==> src/rtl/uart_sector_link.sv <==
// UART sector-transfer engine: header, N sectors of data plus XOR checksum,
// RX byte timeout and direct access to a 32-bit word buffer.
module uart_sector_link #(
  parameter int DIV          = 16,
  parameter int SECTOR_BYTES = 512,
  parameter int ADDR_W       = 9,
  parameter int LSA_BYTES    = 2,
  parameter int TIMEOUT_CYC  = 2000000
) (
  input  logic              clk,
  input  logic              rst_n,
  input  logic              reg_sel,
  input  logic [3:0]        we,
  input  logic [31:0]       wdata,
  output logic [31:0]       status,
  output logic              irq,
  output logic [3:0]        mem_we,
  output logic [ADDR_W-1:0] mem_addr,
  output logic [31:0]       mem_wdata,
  input  logic [31:0]       mem_rdata,
  input  logic              rx_in,
  output logic              tx_out
);
  // state | meaning
  // IDLE  | waiting for start
  // HDR   | sending FF, dir, LSA, N
  // RXD   | receiving sector data into the buffer
  // RXSUM | receiving and checking the sector checksum
  // TXD   | sending sector data from the buffer
  // TXSUM | sending the computed sector checksum
  // FIN   | one-cycle completion, done follows
  typedef enum logic [3:0] {
    S_IDLE = 4'd0, S_HDR = 4'd1, S_RXD = 4'd2, S_RXSUM = 4'd3,
    S_TXD = 4'd4, S_TXSUM = 4'd5, S_FIN = 4'd6
  } state_t;

  localparam int DW = $clog2(DIV);
  localparam int TW = $clog2(TIMEOUT_CYC + 1);
  localparam logic [15:0] HDR_LAST = 16'(LSA_BYTES + 2);
  localparam logic [15:0] DAT_LAST = 16'(SECTOR_BYTES - 1);

  logic [2:0]    rx_sync_q;
  logic          rx_act_q;
  logic [DW-1:0] rx_cnt_q;
  logic [3:0]    rx_bit_q;
  logic [7:0]    rx_sh_q;
  logic          rx_s, rx_fall, rx_tick, rx_valid;

  assign rx_s     = rx_sync_q[1];
  assign rx_fall  = rx_sync_q[2] & ~rx_sync_q[1];
  assign rx_tick  = rx_act_q && (rx_cnt_q == '0);
  assign rx_valid = rx_tick && (rx_bit_q == 4'd9) && rx_s;

  always_ff @(posedge clk or negedge rst_n) begin
    if (!rst_n) begin
      rx_sync_q <= '1;
      rx_act_q  <= 1'b0;
      rx_cnt_q  <= '0;
      rx_bit_q  <= '0;
      rx_sh_q   <= '0;
    end else begin
      rx_sync_q <= {rx_sync_q[1:0], rx_in};
      if (!rx_act_q) begin
        if (rx_fall) begin
          rx_act_q <= 1'b1;
          rx_cnt_q <= DW'(DIV / 2 - 1);
          rx_bit_q <= '0;
        end
      end else if (rx_cnt_q != '0) begin
        rx_cnt_q <= rx_cnt_q - DW'(1);
      end else begin
        rx_cnt_q <= DW'(DIV - 1);
        // a start bit that is high again at mid-bit was a glitch
        if ((rx_bit_q == 4'd0 && rx_s) || rx_bit_q == 4'd9) begin
          rx_act_q <= 1'b0;
        end else begin
          if (rx_bit_q != 4'd0) rx_sh_q <= {rx_s, rx_sh_q[7:1]};
          rx_bit_q <= rx_bit_q + 4'd1;
        end
      end
    end
  end

  state_t            state_q;
  logic [31:0]       lsa_q;
  logic [7:0]        n_q, sec_q, csum_q;
  logic              ie_q, dir_q, done_q;
  logic [1:0]        err_q;
  logic [15:0]       idx_q;
  logic [ADDR_W+1:0] b_q;
  logic [TW-1:0]     tmo_q;
  logic              tx_act_q;
  logic [DW-1:0]     tx_cnt_q;
  logic [3:0]        tx_bit_q;
  logic [9:0]        tx_sh_q;
  logic [3:0]        mem_we_q;
  logic [ADDR_W-1:0] mem_addr_q;
  logic [31:0]       mem_wdata_q;

  logic              ctrl_wr, busy, abort_req, start_req, tx_end, tx_load;
  logic [7:0]        n_d, hdr_byte, tx_byte_d, mem_byte;
  logic [15:0]       hdr_idx;
  logic [ADDR_W+1:0] b_inc;

  assign ctrl_wr   = reg_sel && we[0];
  assign busy      = (state_q != S_IDLE);
  assign abort_req = ctrl_wr && wdata[6] && busy;
  assign start_req = ctrl_wr && wdata[5] && !wdata[6] && !busy;
  assign n_d       = we[1] ? wdata[15:8] : n_q;
  assign tx_end    = tx_act_q && (tx_cnt_q == '0) && (tx_bit_q == 4'd9);
  assign mem_byte  = mem_rdata[{b_q[1:0], 3'b000} +: 8];
  assign b_inc     = b_q + (ADDR_W+2)'(1);

  always_comb begin
    hdr_idx  = tx_end ? idx_q + 16'd1 : idx_q;
    hdr_byte = 8'hFF;
    if (hdr_idx == 16'd1) hdr_byte = {7'd0, dir_q};
    for (int k = 0; k < LSA_BYTES; k++)
      if (hdr_idx == 16'(k + 2)) hdr_byte = lsa_q[8*k +: 8];
    if (hdr_idx == HDR_LAST) hdr_byte = sec_q;
  end

  // next frame is chosen in the last stop-bit cycle so frames run back-to-back
  always_comb begin
    tx_load   = 1'b0;
    tx_byte_d = hdr_byte;
    case (state_q)
      S_HDR:
        if (!tx_act_q || (tx_end && idx_q != HDR_LAST)) tx_load = 1'b1;
        else if (tx_end && dir_q) begin
          tx_load   = 1'b1;
          tx_byte_d = mem_byte;
        end
      S_TXD:
        if (tx_end) begin
          tx_load   = 1'b1;
          tx_byte_d = (idx_q == DAT_LAST) ? csum_q : mem_byte;
        end
      S_TXSUM:
        if (tx_end && sec_q != 8'd1) begin
          tx_load   = 1'b1;
          tx_byte_d = mem_byte;
        end
      default: ;
    endcase
  end

  always_ff @(posedge clk or negedge rst_n) begin
    if (!rst_n) begin
      state_q     <= S_IDLE;
      lsa_q       <= '0;
      n_q         <= '0;
      sec_q       <= '0;
      csum_q      <= '0;
      ie_q        <= 1'b0;
      dir_q       <= 1'b0;
      done_q      <= 1'b0;
      err_q       <= '0;
      idx_q       <= '0;
      b_q         <= '0;
      tmo_q       <= '0;
      tx_act_q    <= 1'b0;
      tx_cnt_q    <= '0;
      tx_bit_q    <= '0;
      tx_sh_q     <= '1;
      mem_we_q    <= '0;
      mem_addr_q  <= '0;
      mem_wdata_q <= '0;
    end else begin
      mem_we_q <= '0;
      if (tx_act_q) begin
        if (tx_cnt_q != '0) tx_cnt_q <= tx_cnt_q - DW'(1);
        else if (tx_bit_q == 4'd9) begin
          tx_act_q <= 1'b0;
          tx_sh_q  <= '1;
        end else begin
          tx_cnt_q <= DW'(DIV - 1);
          tx_bit_q <= tx_bit_q + 4'd1;
          tx_sh_q  <= {1'b1, tx_sh_q[9:1]};
        end
      end
      if (tx_load) begin
        tx_act_q <= 1'b1;
        tx_cnt_q <= DW'(DIV - 1);
        tx_bit_q <= '0;
        tx_sh_q  <= {1'b1, tx_byte_d, 1'b0};
      end
      if (ctrl_wr) begin
        done_q <= 1'b0;
        err_q  <= '0;
        ie_q   <= wdata[7];
        n_q    <= n_d;
      end
      if (!busy && !reg_sel)
        for (int k = 0; k < 4; k++)
          if (we[k]) lsa_q[8*k +: 8] <= wdata[8*k +: 8];

      if (abort_req) begin
        state_q  <= S_IDLE;
        tx_act_q <= 1'b0;
        tx_sh_q  <= '1;
        err_q    <= 2'b11;
        done_q   <= 1'b1;
        mem_we_q <= '0;
      end else begin
        case (state_q)
          S_IDLE:
            if (start_req) begin
              if (n_d == 8'd0) begin
                err_q  <= 2'b11;
                done_q <= 1'b1;
              end else begin
                state_q    <= S_HDR;
                dir_q      <= wdata[4];
                sec_q      <= n_d;
                idx_q      <= '0;
                b_q        <= '0;
                mem_addr_q <= '0;
                csum_q     <= '0;
              end
            end
          S_HDR:
            if (tx_end) begin
              if (idx_q == HDR_LAST) begin
                idx_q <= '0;
                if (dir_q) begin
                  state_q    <= S_TXD;
                  csum_q     <= csum_q ^ mem_byte;
                  b_q        <= b_inc;
                  mem_addr_q <= b_inc[ADDR_W+1:2];
                end else begin
                  state_q <= S_RXD;
                  tmo_q   <= TW'(TIMEOUT_CYC);
                end
              end else idx_q <= idx_q + 16'd1;
            end
          S_TXD:
            if (tx_end) begin
              if (idx_q == DAT_LAST) begin
                state_q <= S_TXSUM;
                idx_q   <= 16'(SECTOR_BYTES);
              end else begin
                idx_q      <= idx_q + 16'd1;
                csum_q     <= csum_q ^ mem_byte;
                b_q        <= b_inc;
                mem_addr_q <= b_inc[ADDR_W+1:2];
              end
            end
          S_TXSUM:
            if (tx_end) begin
              sec_q <= sec_q - 8'd1;
              idx_q <= '0;
              if (sec_q == 8'd1) state_q <= S_FIN;
              else begin
                state_q    <= S_TXD;
                csum_q     <= mem_byte;
                b_q        <= b_inc;
                mem_addr_q <= b_inc[ADDR_W+1:2];
              end
            end
          S_RXD, S_RXSUM:
            if (rx_valid) begin
              tmo_q <= TW'(TIMEOUT_CYC);
              if (state_q == S_RXD) begin
                mem_we_q    <= 4'b0001 << b_q[1:0];
                mem_addr_q  <= b_q[ADDR_W+1:2];
                mem_wdata_q <= {4{rx_sh_q}};
                csum_q      <= csum_q ^ rx_sh_q;
                b_q         <= b_inc;
                if (idx_q == DAT_LAST) begin
                  state_q <= S_RXSUM;
                  idx_q   <= 16'(SECTOR_BYTES);
                end else idx_q <= idx_q + 16'd1;
              end else if (rx_sh_q != csum_q) begin
                err_q   <= 2'b01;
                state_q <= S_FIN;
              end else begin
                sec_q   <= sec_q - 8'd1;
                csum_q  <= '0;
                idx_q   <= '0;
                state_q <= (sec_q == 8'd1) ? S_FIN : S_RXD;
              end
            end else if (tmo_q == '0) begin
              err_q   <= 2'b10;
              done_q  <= 1'b1;
              state_q <= S_IDLE;
            end else tmo_q <= tmo_q - TW'(1);
          S_FIN: begin
            state_q <= S_IDLE;
            done_q  <= 1'b1;
          end
          default: state_q <= S_IDLE;
        endcase
      end
    end
  end

  assign status    = {busy, done_q, err_q, sec_q, state_q, idx_q};
  assign irq       = ie_q & (done_q | (|err_q));
  assign mem_we    = mem_we_q;
  assign mem_addr  = mem_addr_q;
  assign mem_wdata = mem_wdata_q;
  assign tx_out    = tx_sh_q[0];
endmodule

==> config.mk <==
export PLATFORM = sky130hd
export DESIGN_NAME = uart_sector_link
export DESIGN_NICKNAME = d
export VERILOG_FILES = /design/src/rtl/uart_sector_link.sv
export SDC_FILE = /design/constraint.sdc
export NUM_CORES = 1
export LEC_CHECK = 0
export BUFFER_PORTS_ARGS = -buffer_cell sky130_fd_sc_hd__buf_2
export CAP_MARGIN = 20
export CORE_UTILIZATION = 45
export CTS_CLUSTER_DIAMETER = 150
export DETAILED_ROUTE_END_ITERATION = 6
export PLACE_DENSITY = 0.67
export SYNTH_ARGS = -nofsm -noshare
export SYNTH_HDL_FRONTEND = slang
export SYNTH_SLANG_ARGS = --single-unit
==> constraint.sdc <==
create_clock -name clk -period 3.76 [get_ports clk]
set_clock_uncertainty 0.05 [all_clocks]
set_input_delay 0.752 -clock clk [delete_from_list [all_inputs] [get_ports clk]]
set_output_delay 0.752 -clock clk [all_outputs]
set_load 0.005 [all_outputs]
; ---- Word level (Yosys, flattened, before mapping)
; Index checks and enable logic that the tools add are counted.
[word_totals]
elab_cells = 293
regBits = 181
out_inout_bits = 79
[op_classes]
n_shift = 2
bitwise = 10
add_sub_neg = 8
reduce_logical = 55
n_eq_ne = 49
n_mux = 144
[ops]
columns = op, count
row1 = $mux W8, 28
row2 = $mux W16, 11
row3 = $mux W4, 31
row4 = $mux W11, 11
row5 = $mux W9, 12
row6 = $mux W21, 5
row7 = $pmux W16 S5, 1
row8 = $pmux W11 S5, 1
row9 = $pmux W8 S3, 2
row10 = $pmux W9 S5, 1
row11 = $pmux W21 S2, 1
row12 = $mux W10, 4
row13 = $pmux W8 S5, 1
row14 = $ne A2 B2 Y1 const B, 18
row15 = $eq A16 B2 Y1 const B, 2
row16 = $eq A16 B3 Y1 const B, 2
row17 = $shiftx A32 B6 Y8, 1
row18 = $ne A3 B3 Y1 const B, 10
row19 = $reduce_and A13 Y1, 2
row20 = $logic_not A21 Y1, 1
row21 = $sub A21 B1 Y21 const B, 1
row22 = $pmux W4 S5, 1
row23 = $mux W1, 19
row24 = $mux W2, 9
row25 = other kinds (42), 93

; ---- Depth between registers and ports, before layout
[depth]
word_depth = 14
mapped_depth = 12
mapped_depth_nobuf = 8

; ---- Least setup slack after synthesis
; No wires, ideal clock.
[synth_timing]
path_kind = reg2reg
startpoint = register state_q[2]
endpoint = register mem_wdata_q[25], in the netlist mem_wdata[25]
stages_incl_launch_ff = 11
slack_ns = 0.949
path_buffers = 4
setup_time_ns = 0.125
period_less_slack_ns = 2.811
arrival_time_ns = 2.636
cell_sequence = dfrtp_1 > buf_2 > clkbuf_1 > inv_1 > ha_1 > nor4bb_1 > clkbuf_1 > nand3_1 > nor2_1 > clkbuf_1 > mux2_2
[synth_between]
elab_chain_cells = 4
[synth_lines]
columns = item, line_no
row1 = from (decl), 84  ; state_t state_q;
row2 = from (signal assigned), 281  ; state_q <= (sec_q == 8'd1) ? S_FIN : S_RXD;
row3 = "parallel branches: the longest is 3 deep, another holds $eq A4 B2 Y1", --
row4 = $reduce_and A4 Y1 (no source line) (*), --
row5 = to (signal assigned), 267  ; mem_wdata_q <= {4{rx_sh_q}};
row6 = to (decl), 98  ; logic [31:0] mem_wdata_q;
; Mark *: on every way between the ends.
; A chain may end at the register's enable or synchronous reset.

; ---- Final worst setup path
[layout_timing]
startpoint = register idx_q[0]
endpoint = register mem_addr_q[8], in the netlist mem_addr[8]
[layout_between]
elab_chain_cells = 3
[layout_lines]
columns = item, line_no
row1 = from (decl), 89  ; logic [15:0] idx_q;
row2 = from (signal assigned), 235  ; end else idx_q <= idx_q + 16'd1;
row3 = from (signal assigned), 241  ; idx_q <= 16'(SECTOR_BYTES);
row4 = from (signal assigned), 243  ; idx_q <= idx_q + 16'd1;
row5 = $eq A16 B9 Y1 / $eq A16 B3 Y1 (equally long branches), "239, 224"
row6 = $ne A2 B2 Y1 (no source line), --
row7 = $reduce_and A13 Y1 (no source line) (*), --
row8 = to (signal assigned), 230  ; mem_addr_q <= b_inc[ADDR_W+1:2];
row9 = to (signal assigned), 246  ; mem_addr_q <= b_inc[ADDR_W+1:2];
row10 = to (signal assigned), 258  ; mem_addr_q <= b_inc[ADDR_W+1:2];
row11 = to (decl), 97  ; logic [ADDR_W-1:0] mem_addr_q;
; Every way passes the cells marked *; elsewhere a longest branch is shown, timed or not.

==> run metrics <==
ordered cell list for the critical path ha_1 -> and4_1 -> nand4_1 -> nor2_1 -> or3_1 -> or3_1 -> mux2_2; Tot GR Track Use 0.2586; worst reg2reg setup slack roughly 0.38 ns; Clk Latency, worst-skew pair 0.43 ns; Buffers & Inverters on Critical Path 0; Hold Path Class reg2reg; slowest stage delay, CP 0.63 ns; antenna viol nets, final 0; WL final 28.43 mm; Crit. End Element flop; cts hold-fix bufs 0; Core ar. 21,820 sq um; VDD IR max 0.4110 mV; worst-margin pin slew between 0.9 and 1 ns; maximum clock rate 0.2958 GHz; vias in the first global route 8,597; clock buffer depth 2; CP Data Required Time 4.02 ns; crit path capture mem_addr[8]$_DFFE_PN0P_; # diodes 0; Post-CTS Setup Repair Bufs 0; # setup viols final 0; total grt overflow 0; crit path from idx_q[0]$_DFFE_PN0P_; ys flop type dfrtp_1; Nets 1,268; Rel. slew slack 0.3449; fill count slightly above 2,000; Resized Gates After CTS 0; die area roughly 23,000 sq um; RSZ-0062 raised after global routing false; post-DP HPWL roughly 21 mm; placed instance count between 1,000 and 1,500; DR iter-0 viols 768; number of synthesized flops with an enable pin 0; most used cell, CP or3_1; #FFs+latches synth 155; Num CTS Buffers 17; CTS clk-pin slew, worst paths 0.06 ns; H-tree levels 4; drt pass-1 iters 6; Root Buffer clkbuf_16; kind of critical path reg2reg; I/O pin count around 150; Core Rows 54; slowest CP cell dfrtp_1; Critical R2R Launch idx_q[0]$_DFFE_PN0P_; Synth cell types 79; Slew Viols, Final 0; Reg area approximately 4000 sq um; RePlAce Congestion 0.9343; Multi-input gate area ~5500 sq um; Buffers on Ports 131; detailed-route wire length per cell around 19 um; crit path time final roughly 3.4 ns; antenna violations before repair 0; syn_area_per_cell 9.227 sq um; Area Growth Syn to Fin 13.72%; vias post-DR 9,163; P_leak around 0.0051 uW; Clock Sinks 155; share of layout cells above drive strength 1 0.2548; largest net degree at the start of global routing 85; worst flop-to-flop path endpoint mem_addr[8]$_DFFE_PN0P_; Power Density 735.3 nW/um^2; largest delay contributor family on the critical path simple AND/OR/NAND/NOR gates; setup_tns 0 ns; Tcrit/Tclk final 0.8991; CTS tree built; fin cells 1,469; crit start category flop; Final Hold Fails 0; Worst Reg-to-Reg Cells 7; data arrival time of the worst path 3.65 ns; Max-Cap Viols 0; Final WS setup 0.3795 ns; Die Ht 151.3 um; Seq/Total Area, Yosys 0.3882; setup slack after placement 0.1058 ns; YS warnings 0; via/cell ratio 6.238; Initial Utilization 0.4596; crit path max fanout 14; Synth Cell Area roughly 10,000 sq um; DRC viols 0; ys async rst share 1.000; CP Depth 7; Die Width about 150 um; Placed Area 10,810 sq um; post-layout util 0.5226; Cells after Synth 1,087; fin area 11,410 sq um; Synth Net Count 1,179; outcome complete, no violations; global-route wire length before repair 45.95 mm
[sequential cells by signal, indices dropped and copies added (netlist names), 4 cells and up]
name,flops
lsa_q,16
tx_bit_q,4
n_q,8
tmo_q,21
rx_bit_q,4
rx_sh_q,8
tx_sh_q,9
sec_q,8
mem_addr,9
idx_q,16
rx_cnt_q,4
mem_we,4
csum_q,8
mem_wdata,8
tx_cnt_q,4
b_q,11
[kinds of logic (layout without fill, tap and decap cells)]
| kind of cell | count (synthesis) | count (layout) | synth area share |
|---|---|---|---|
| fa+ha+maj | 20 | 20 | 0.02495 |
| mux | 72 | 72 | 0.08895 |
| simple gates | 373 | 373 | 0.1974 |
| xor+xnor | 21 | 21 | 0.01834 |
| other cells | 1 | 1 | 0.0003739 |
| buf+inv | 124 | 226 | 0.06038 |
| compound gates | 321 | 321 | 0.2214 |
| flops | 155 | 155 | 0.3882 |
[where the power goes]
part	leakage, uW	switching, uW	internal (uW)
clock	0.000290	714	996
sequential	0.00199	614	2170
combinational	0.00278	2300	1590
total	0.00505	3630	4750
[synthesized netlist by cell type (6+ instances only)]
master    count  area [sq um]
dfstp_2      12         315.3
clkbuf_1     41         153.9
mux4_2        8         180.2
a31oi_1      20         125.1
o21ai_0      71         355.3
nor2b_1       7         43.79
or2_2         9         56.30
a221o_1      12         120.1
xnor2_1      16         140.1
nand2_1      63         236.5
and4_1        7         61.31
o211ai_1      7         52.55
dfrtp_1     143          3578
nor3_1       35         175.2
buf_1         8         30.03
nand4_1      16         100.1
nor4_1       17         106.4
o22ai_1      13         81.33
o41ai_1      21         183.9
buf_2        15         75.07
or3_1         8         50.05
a21oi_1      45         225.2
mux2i_1       7         70.07
o31ai_1      41         307.8
and2_1        8         50.05
a211oi_1     10         75.07
a21boi_0      9         67.56
inv_1        29         108.9
and3_1       13         81.33
nand3_1      40         200.2
nand2b_1      9         56.30
a22oi_1      12         90.09
a21o_1       11         82.58
a22o_1        6         52.55
ha_1         20         250.2
buf_4        28         210.2
nor2_1      104         390.4
or4_1         8         60.06
mux2_2       57         641.9
[worst min path at each step]
stage	endpoint	startpoint	cells after the start
after global placement	rx_sync_q[1]$_DFF_PN1_	rx_sync_q[0]$_DFF_PN1_	0
after global routing	rx_sync_q[1]$_DFF_PN1_	rx_sync_q[0]$_DFF_PN1_	0
final	rx_sync_q[1]$_DFF_PN1_	rx_sync_q[0]$_DFF_PN1_	0
after floorplan	rx_sync_q[1]$_DFF_PN1_	rx_sync_q[0]$_DFF_PN1_	0
after detailed placement	rx_sync_q[1]$_DFF_PN1_	rx_sync_q[0]$_DFF_PN1_	0
after CTS	rx_sync_q[1]$_DFF_PN1_	rx_sync_q[0]$_DFF_PN1_	0
[cell usage in the layout, fill, tap and decap left out, drive strengths merged, types with 8 or more instances in the layout]
| master | n |
|---|---|
| nand3 | 40 |
| or2 | 9 |
| mux2 | 57 |
| nand2b | 9 |
| nand2 | 63 |
| o41ai | 21 |
| dfstp | 12 |
| a221o | 12 |
| clkinv | 9 |
| and3 | 13 |
| buf | 164 |
| mux4 | 8 |
| clkbuf | 19 |
| o21ai | 72 |
| xnor2 | 16 |
| nor3 | 36 |
| or3 | 8 |
| a21boi | 9 |
| nor2 | 104 |
| and2 | 8 |
| dfrtp | 143 |
| nand4 | 16 |
| o31ai | 41 |
| a211oi | 10 |
| a31oi | 20 |
| nor4 | 20 |
| o22ai | 13 |
| a22oi | 12 |
| ha | 20 |
| a21oi | 45 |
| a21o | 11 |
| or4 | 9 |
| inv | 31 |
[through the flow]
stage	power, uW	hold WS [ns]
4_1_cts	8357	0.3100
6_report	8387	0.3148
5_1_grt	8979	0.3127
3_3_place_gp	6516	0.2960
3_5_place_dp	6605	0.3009
2_1_floorplan	5394	0.2952
[cell type report]
cell class / instances / area share
multi-input cells: 808 / 0.4856
clock buffers: 18 / 0.03850
inverters: 29 / 0.009544
clock inverters: 14 / 0.01272
flip-flops and latches: 155 / 0.3414
well taps: 280 / 0.03072
repair buffers: 165 / 0.08151
[metal layers]
| metal | GRT usage | vias up | routed length, um |
|---|---|---|---|
| met5 | 0 | - | 0 |
| met4 | 0.1135 | 0 | 928 |
| met3 | 0.04548 | 63 | 1634 |
| met2 | 0.4032 | 360 | 13180 |
| met1 | 0.3506 | 4456 | 12690 |
| li1 | - | 4284 | - |
No activity file was read; power rests on OpenSTA's default activity.
